<file path="src/rtl/execute_muldiv.sv">
// ============================================================================
// execute_muldiv
// ----------------------------------------------------------------------------
// Iterative RISC-V M-extension unit for the execute stage. Multiplies use a
// shift-add loop (one multiplier bit per cycle) and divides use a restoring
// loop (one quotient bit per cycle). Both loops run on operand magnitudes; the
// sign of the result is applied once, when the final value is selected.
// Divide-by-zero and signed overflow bypass the loop and finish in one cycle.
//
// Ports:
//   clk          in   1   rising-edge clock
//   rst          in   1   asynchronous active-high reset
//   start        in   1   request a new operation this cycle
//   op           in   3   funct3 (MUL, MULH, MULHSU, MULHU, DIV, DIVU, REM, REMU)
//   rs_data1     in  32   multiplicand / dividend
//   rs_data2     in  32   multiplier / divisor
//   rd_in        in   5   destination register tag
//   flush        in   1   kill any in-flight operation
//   stall        out  1   pipeline hold request (combinational)
//   busy         out  1   iterating (registered)
//   result_valid out  1   one-cycle result strobe (registered)
//   result       out 32   operation result (held between strobes)
//   result_rd    out  5   destination tag of result (held between strobes)
// ============================================================================
module execute_muldiv (
    input  logic        clk,
    input  logic        rst,
    input  logic        start,
    input  logic [2:0]  op,
    input  logic [31:0] rs_data1,
    input  logic [31:0] rs_data2,
    input  logic [4:0]  rd_in,
    input  logic        flush,
    output logic        stall,
    output logic        busy,
    output logic        result_valid,
    output logic [31:0] result,
    output logic [4:0]  result_rd
);

    typedef enum logic [1:0] {
        IDLE = 2'd0,
        BUSY = 2'd1,
        DONE = 2'd2
    } state_t;

    state_t      state;
    logic [5:0]  count;
    logic [2:0]  op_q;
    logic [4:0]  rd_q;
    logic        neg_q;      // negate product / quotient
    logic        neg_r;      // negate remainder
    // Multiply: upper half accumulates, lower half holds the remaining
    // multiplier bits. Divide: lower half holds dividend bits shifting out
    // while quotient bits shift in.
    logic [63:0] acc;
    logic [31:0] divisor;    // multiplicand magnitude for MUL*, divisor for DIV*
    logic [32:0] rem;

    // ------------------------------------------------------------------
    // Operand decode for a new request
    // ------------------------------------------------------------------
    logic        a_signed, b_signed, a_neg, b_neg;
    logic [31:0] a_mag, b_mag;
    logic        accept, div_zero, div_ovf, fast;
    logic [31:0] fast_result;

    always_comb begin
        a_signed = (op == 3'b001) || (op == 3'b010) || (op == 3'b100) || (op == 3'b110);
        b_signed = (op == 3'b001) || (op == 3'b100) || (op == 3'b110);
        a_neg    = a_signed & rs_data1[31];
        b_neg    = b_signed & rs_data2[31];
        a_mag    = a_neg ? (32'd0 - rs_data1) : rs_data1;
        b_mag    = b_neg ? (32'd0 - rs_data2) : rs_data2;
        accept   = start & ~flush & ((state == IDLE) || (state == DONE));
        div_zero = op[2] & (rs_data2 == 32'd0);
        div_ovf  = op[2] & ~op[0] & (rs_data1 == 32'h8000_0000) & (rs_data2 == 32'hFFFF_FFFF);
        fast     = div_zero | div_ovf;
        // op[1] separates REM/REMU from DIV/DIVU
        if (div_zero)
            fast_result = op[1] ? rs_data1 : 32'hFFFF_FFFF;
        else
            fast_result = op[1] ? 32'd0 : 32'h8000_0000;
    end

    // ------------------------------------------------------------------
    // One iteration of each loop, plus the signed final value computed
    // from the post-iteration state so the last step can retire directly.
    // ------------------------------------------------------------------
    logic [32:0] mul_sum;
    logic [63:0] mul_next;
    logic [63:0] mul_prod;
    logic [32:0] div_shift;
    logic [33:0] div_diff;
    logic        div_ok;
    logic [32:0] div_rem_next;
    logic [31:0] div_quo_next;
    logic [31:0] div_q, div_r;
    logic [31:0] final_result;

    always_comb begin
        mul_sum      = {1'b0, acc[63:32]} + {1'b0, divisor};
        mul_next     = acc[0] ? {mul_sum, acc[31:1]} : {1'b0, acc[63:1]};
        mul_prod     = neg_q ? (64'd0 - mul_next) : mul_next;

        div_shift    = {rem[31:0], acc[31]};
        div_diff     = {1'b0, div_shift} - {2'b00, divisor};
        div_ok       = ~div_diff[33];
        div_rem_next = div_ok ? div_diff[32:0] : div_shift;
        div_quo_next = {acc[30:0], div_ok};
        div_q        = neg_q ? (32'd0 - div_quo_next) : div_quo_next;
        div_r        = neg_r ? (32'd0 - div_rem_next[31:0]) : div_rem_next[31:0];

        if (op_q[2])
            final_result = op_q[1] ? div_r : div_q;
        else if (op_q[1:0] == 2'b00)
            final_result = mul_prod[31:0];
        else
            final_result = mul_prod[63:32];
    end

    // The partial remainder never reaches 2^32 once stored, so its top bit
    // only exists to hold the full-width restoring step.
    logic unused_rem_msb;
    assign unused_rem_msb = rem[32];

    // Hold the pipeline while a request is being accepted or while iterating.
    assign stall = ~rst & ((start & ~flush & ((state == IDLE) || (state == DONE)))
                           | (state == BUSY));

    // ------------------------------------------------------------------
    // Control FSM and datapath registers
    // ------------------------------------------------------------------
    always_ff @(posedge clk or posedge rst) begin
        if (rst) begin
            state        <= IDLE;
            count        <= 6'd0;
            op_q         <= 3'd0;
            rd_q         <= 5'd0;
            neg_q        <= 1'b0;
            neg_r        <= 1'b0;
            acc          <= 64'd0;
            divisor      <= 32'd0;
            rem          <= 33'd0;
            busy         <= 1'b0;
            result_valid <= 1'b0;
            result       <= 32'd0;
            result_rd    <= 5'd0;
        end else begin
            case (state)
                IDLE, DONE: begin
                    result_valid <= 1'b0;
                    busy         <= 1'b0;
                    state        <= IDLE;
                    if (accept) begin
                        op_q  <= op;
                        rd_q  <= rd_in;
                        neg_q <= a_neg ^ b_neg;
                        neg_r <= a_neg;
                        count <= 6'd0;
                        rem   <= 33'd0;
                        if (op[2]) begin
                            acc     <= {32'd0, a_mag};
                            divisor <= b_mag;
                        end else begin
                            acc     <= {32'd0, b_mag};
                            divisor <= a_mag;
                        end
                        if (fast) begin
                            state        <= DONE;
                            result_valid <= 1'b1;
                            result       <= fast_result;
                            result_rd    <= rd_in;
                        end else begin
                            state <= BUSY;
                            busy  <= 1'b1;
                        end
                    end
                end
                BUSY: begin
                    if (flush) begin
                        state <= IDLE;
                        busy  <= 1'b0;
                    end else begin
                        count <= count + 6'd1;
                        if (op_q[2]) begin
                            acc <= {acc[63:32], div_quo_next};
                            rem <= div_rem_next;
                        end else begin
                            acc <= mul_next;
                        end
                        if (count == 6'd31) begin
                            state        <= DONE;
                            busy         <= 1'b0;
                            result_valid <= 1'b1;
                            result       <= final_result;
                            result_rd    <= rd_q;
                        end
                    end
                end
                default: begin
                    state        <= IDLE;
                    busy         <= 1'b0;
                    result_valid <= 1'b0;
                end
            endcase
        end
    end

endmodule

</file>
<file path="config.mk">
export PLATFORM = sky130hd
export DESIGN_NAME = execute_muldiv
export DESIGN_NICKNAME = d
export VERILOG_FILES = /design/src/rtl/execute_muldiv.sv
export SDC_FILE = /design/constraint.sdc
export NUM_CORES = 1
export LEC_CHECK = 0
export ABC_CLOCK_PERIOD_IN_PS = 6600
export CAP_MARGIN = 0
export CELL_PAD_IN_SITES_DETAIL_PLACEMENT = 0
export CELL_PAD_IN_SITES_GLOBAL_PLACEMENT = 1
export CORE_MARGIN = 5
export CORE_UTILIZATION = 41
export DETAILED_ROUTE_END_ITERATION = 7
export GPL_TIMING_DRIVEN = 0
export HOLD_SLACK_MARGIN = 0.03
export MAX_ROUTING_LAYER = met4
export PLACE_DENSITY_LB_ADDON = 0.05
export RECOVER_POWER = 100
export SLEW_MARGIN = 20
export SYNTH_ARGS = -nofsm -noshare
export SYNTH_HDL_FRONTEND = slang
export SYNTH_SLANG_ARGS = --single-unit
</file>
<file path="constraint.sdc">
create_clock -name clk -period 6.6 [get_ports clk]
set_input_delay 1.98 -clock clk [delete_from_list [all_inputs] [get_ports clk]]
set_output_delay 1.98 -clock clk [all_outputs]
set_load 0.02 [all_outputs]
</file>
Yosys cells after proc, flatten, opt, wreduce, memory -nomap -nowiden
Cells that the tools add are included.
W data, S select, Z words.
{ "classes": {"n_addsub": 8, "n_bitwise": 16, "muxes": 51, "n_eq_ne": 16, "n_reduce_logical": 17} }
{ "op_table": {"columns": ["op", "count"], "rows": [
  ["$mux W32", 20],
  ["$mux W64", 5],
  ["$pmux W32 S2", 2],
  ["$pmux W64 S2", 1],
  ["$sub A1 B32 Y32 const A", 4],
  ["$eq A32 B32 Y1 const B", 2],
  ["$sub A1 B64 Y64 const A", 1],
  ["$sub A33 B32 Y34", 1],
  ["$add A32 B32 Y33", 1],
  ["$logic_not A32 Y1", 1],
  ["$mux W5", 4],
  ["$mux W6", 2],
  ["$pmux W6 S2", 1],
  ["$ne A2 B2 Y1 const B", 5],
  ["$pmux W5 S2", 1],
  ["$and A1 B1 Y1", 9],
  ["$mux W1", 8],
  ["$mux W2", 4],
  ["$reduce_and A4 Y1", 2],
  ["$add A6 B1 Y6 const B", 1],
  ["$eq A3 B3 Y1 const B", 2],
  ["$eq A6 B5 Y1 const B", 1],
  ["$logic_or A1 B1 Y1", 6],
  ["$reduce_and A5 Y1", 1],
  ["other kinds (16)", 23]
]} }
{ "totals": {"output_inout_bits": 40, "in_bits": 76, "regBits": 185, "wordCells": 122} }

Depth between registers and ports, before layout
{ "depth": {"word_depth": 9, "mapped_depth": 25, "ltp_nobuf": 20} }

Least setup slack after synthesis
No wires, ideal clock.
{ "synth_path": {"kind": "register to register", "start": "register divisor[1]", "end": "register result[28]", "period_less_slack_ns": 5.153, "path_buffers": 4, "t_arrival_ns": 5.029, "path_slack_ns": 1.447, "setup_ns": 0.124, "stages_incl_launch_ff": 24, "required_time_ns": 6.476, "path_cell_list": "dfrtp_1 > inv_1 > ha_1 > nor2b_1 > o2111ai_1 > a31oi_1 > nand4_1 > nand2_1 > buf_2 > buf_1 > buf_2 > buf_2 > nand2_1 > o21ai_0 > ha_1 > nand2_1 > nor4b_1 > nand3_1 > nor4_1 > a22oi_1 > nor3_1 > a31oi_1 > mux2i_1 > a21oi_1"} }
{ "synth_via": {"elab_chain_cells": 9, "elab_cells_between_ends": 17, "cone_classes": "add/sub: 5; mux: 11; bitwise: 1"} }
{ "synth_lines": {"columns": ["element", "line", "source"], "rows": [
  ["start: declaration", "57", "logic [31:0] divisor;"],
  ["start signal: assignment", "164", "divisor <= b_mag;"],
  ["start signal: assignment", "167", "divisor <= a_mag;"],
  ["$add A32 B32 Y33 or $sub A33 B32 Y34 (tied branches)", "102, 107", null],
  ["$mux W64 (tied with other cells)", "103", "mul_next = acc[0] ? {mul_sum, acc[31:1]} : {1'b0, acc[63:1]};"],
  ["$sub A1 B64 Y64 (tied with other cells)", "104", "mul_prod = neg_q ? (64'd0 - mul_next) : mul_next;"],
  ["$mux W64 (tied with other cells)", "104", null],
  ["$mux W32, on equally long branches", "116, 115", null],
  ["$mux W32 *", "114", "if (op_q[2])"],
  ["$mux W32 *", "192", "if (count == 6'd31) begin"],
  ["$mux W32 *", "181", "if (flush) begin"],
  ["$pmux W32 S2 *", "150", "case (state)"],
  ["end signal: assignment", "172", "result <= fast_result;"],
  ["end signal: assignment", "196", "result <= final_result;"],
  ["end: declaration", "37", "output logic [31:0] result,"]
]} }
Mark *: on every way between the ends. The rest lies on a longest branch, timed or not. The select of a mux whose other input is x is not followed.
A chain may end at the register's enable or synchronous reset.

Worst setup path in the final report
{ "layout_path": {"start": "input port flush", "end": "output port stall"} }
{ "layout_via": {"elab_chain_cells": 5} }
{ "layout_lines": {"columns": ["element", "line", "source"], "rows": [
  ["start: declaration", "33", "input logic flush,"],
  ["$not A1 Y1", "128", "assign stall = ~rst & ((start & ~flush & ((state == IDLE) || (state == DONE)))"],
  ["$and A1 B1 Y1 (2 in a row)", "128", null],
  ["$or A1 B1 Y1", "129", "| (state == BUSY));"],
  ["$and A1 B1 Y1", "128", null],
  ["end: declaration", "34", "output logic stall,"]
]} }
No other way between the ends.

==> impl_metrics.yaml <==
power:
  internal-power_uw: 3120
  p_clk_share_pct: 16.9
  leakage_uw: 0.00877
  net_switching_fraction_of_the_power_pct: 52.2
  seqPwrFrac_pct: 22.9
  power.share.combinational_pct: 60.2
  power_per_cell_area_mw_per_mm2: 301
  ir_drop_v: 0.000204
  finalPower_uw: 6520
  power.net_switching_uw: 3400
critical_path:
  end_kind: "output port"
  regToRegSetupSlack_ns: 0.35
  worst-endpoint-required_ns: 4.62
  path_max_fanout: 10
  critical_path_class: "primary input to output port"
  crit_path_start_kind: "primary input"
  timing.critical_path.arrival_ns: 4.57
clock_tree:
  clock_tree.buffer_depth: 2
  clock_pin_slew_reported_for_the_worst_setup_and_hold_paths_after_clock_tree_synthesis_ns: 0.07
  clock_tree.root_cell: "sky130_fd_sc_hd__clkbuf_16"
  post_cts_hold_buffer_count: 0
  h-tree-depth: 4
  clkLatencyLatePin_ns: 0.48
  cts_tree: "done"
  cts_num_sinks: 184
  cts_inserted_buffers: 17
drt:
  drt_first_iter_violations: 2285
  drcViolationCount: 0
  totalWireLength_um: 93100
  routed_via_density: 6.43
  drt.antenna.violating_nets: 0
  routed-via-count: 21478
  drtPass1Iterations: 5
  routed_wire_length_per_instance_um: 27.9
timing:
  post-route-worst-setup-slack_ns: 0.0533
  number_of_hold_violations_in_the_final_report: 0
  worst_slew_margin_rel_pct: -22.0
  layout_worst_path_cycle_share_pct: 99.2
  drv_slew: 62
  report.final.setup_viol: 0
  setup_repair_after_global_routing_missed_its_margin: "no"
  slew_worst_pin_ns: 1.83
  timing.fmax_ghz: 0.153
  period_minus_slack_ns: 6.55
  clock-skew-final_ns: 0.0169
  timing.setup.tns_ns: 0
die:
  placement_rows: 79
  start_util_pct: 41.1
  dieWidth_um: 225
  placeableCoreArea_mm2: 0.0463
  die_height_um: 225
  design.portCount: 116
  die_outline_area_mm2: 0.0508
layout:
  mostFrequentLayoutCell: "sky130_fd_sc_hd__nor2_1"
  final.fill_count: 4741
  diodes: 0
  share_of_final_layout_standard_cells_stronger_than_drive_strength_1_pct: 4.21
  layout_common_cells: "sky130_fd_sc_hd__nor2_1 (279), sky130_fd_sc_hd__nand2_1 (263), sky130_fd_sc_hd__a21oi_1 (250)"
  fin_nets: 2868
  area_growth_pct: 13.9
  layout.core_utilization_pct: 46.9
logic_synthesis:
  synth_area_mm2: 0.0190
  postSynthAreaPerCell_um2: 7.36
  synth-seq-cells: 184
  synthDistinctLibCells: 96
  number_of_synthesized_flops_with_an_enable_pin: 0
  ys_warn_count: 0
  postSynthNetCount: 2734
  synth_cells: 2585
  postSynth.asyncResetShare_pct: 100
  synth_seq_area_share_pct: 24.2
  synth_ff_type: "sky130_fd_sc_hd__dfrtp_1"
status:
  run_status: "finished with violations"
  failed_checks: "capacitance limit, slew limit"
global_routing:
  grt_pass1_vias: 19865
  grt_remaining_overflow: 0
  grt_antenna_before_repair: 0
  pin_count_of_the_biggest_net_entering_global_routing: 34
  globalRouteTotalUtil_pct: 36.6
  grt_first_pass_wirelength_um: 135000
place:
  dp_slack_ns: -1.32
  place_congestion: 1.08
  post-dp-hpwl_um: 76400
  buffer_ports.inserted: 113
flow_run:
  max_cap_viols: 2
worst_hold_path:
  min_path_type: "flop to flop"
==> cells by family (layout without fill, tap and decap cells) <==
family          Yosys count  in the layout  share of synthesized area (%)
buf+inv                 262            409                           5.31
mux                      70             70                           3.74
simple gates            921            921                           23.4
compound gates          879            879                           29.5
flops                   184            184                           24.2
xor+xnor                196            196                           9.02
fa+ha+maj                73             73                           4.88
==> worst max-delay path, stage by stage <==
cell and delay [ns]:
sky130_fd_sc_hd__clkdlybuf4s50_1 0.51, sky130_fd_sc_hd__or3b_1 0.49, sky130_fd_sc_hd__clkbuf_1 0.37, sky130_fd_sc_hd__clkbuf_2 0.37
sky130_fd_sc_hd__a21oi_1 0.22, sky130_fd_sc_hd__clkdlybuf4s50_1 0.62
==> metal layers <==
metal	GRT usage [%]	share of wire, %	up-vias
met5	-	0	-
met4	20.4	6.6	0
met3	4.96	6.9	200
met2	55.4	45	996
met1	47.2	42	10542
li1	-	-	9740
==> synthesized netlist by cell type (all sizes together), types with 11 or more instances <==
library cell	n	area, um^2
buf	30	138
nor4	29	211
a31oi	46	288
xnor2	111	972
mux2i	62	621
ha	71	888
or3	32	206
nand4	31	194
or4	22	176
o21bai	11	82.6
o211ai	40	300
o21ai	220	1100
o31a	11	96.3
inv	77	289
and3	22	138
nand2b	24	165
a21oi	251	1260
a21o	37	278
and2	25	156
xor2	85	744
a211oi	40	300
o41ai	21	203
o21a	25	188
dfrtp	184	4600
o31ai	49	382
nand3	63	325
nor2	279	1050
clkbuf	153	576
and4	13	114
nor3	71	377
o22ai	13	81.3
nand2	265	997
==> timing repair <==
action,4_1_cts,5_1_grt
gates resized for setup,14,13
pin swaps,0,1
cloned,0,0
buffers inserted,0,0
endpoints found under the setup margin,39,21
==> registers in the layout (all words and copies together) (netlist names), 2 cells and up <==
register / flops
op_q: 3
acc: 64
rd_q: 5
divisor: 32
result_rd: 5
result: 32
rem: 32
count: 6
state: 2
==> final timing paths <==
| check | from | end | cells after the start |
|---|---|---|---|
| worst max-delay path | flush | stall | 6 |
| worst min-delay path | rd_q[3] | rd_q[3] | 2 |
| worst max register to register | divisor[0] | result[25] | 13 |
| worst min register to register | rd_q[3] | rd_q[3] | 2 |
| max in group asynchronous | rst | divisor[17] | 7 |
| min in group asynchronous | rst | rd_q[4] | 2 |
==> power by group through the flow <==
stage                     registers [uW]  logic, uW  clock network [uW]
after floorplan                     1430       2480                   0
after global placement              1500       3730                   0
after detailed placement            1510       3760                   0
after CTS                           1480       3800                1120
after global routing                1510       4170                1160
final                               1490       3930                1100
==> area by class of cell <==
cell class	instances	area [um^2]	area share [%]
Tap cell	607	759	3.50
Inverter	79	298	1.37
Multi-Input combinational cell	2139	13500	62.3
Sequential cell	184	4600	21.2
Buffer	179	711	3.28
Clock buffer	19	433	2.00
Clock inverter	13	169	0.779
Timing Repair Buffer	119	1190	5.49
==> through the flow <==
stage	hold slack [ns]	instances	area [um^2]
2_1_floorplan	0.446	2585	19000
3_3_place_gp	0.459	3305	20900
3_5_place_dp	0.464	3311	21000
4_1_cts	0.481	3342	21700
5_1_grt	0.507	3339	21700
6_report	0.479	3339	21700
No activity file was read; power rests on OpenSTA's default activity.
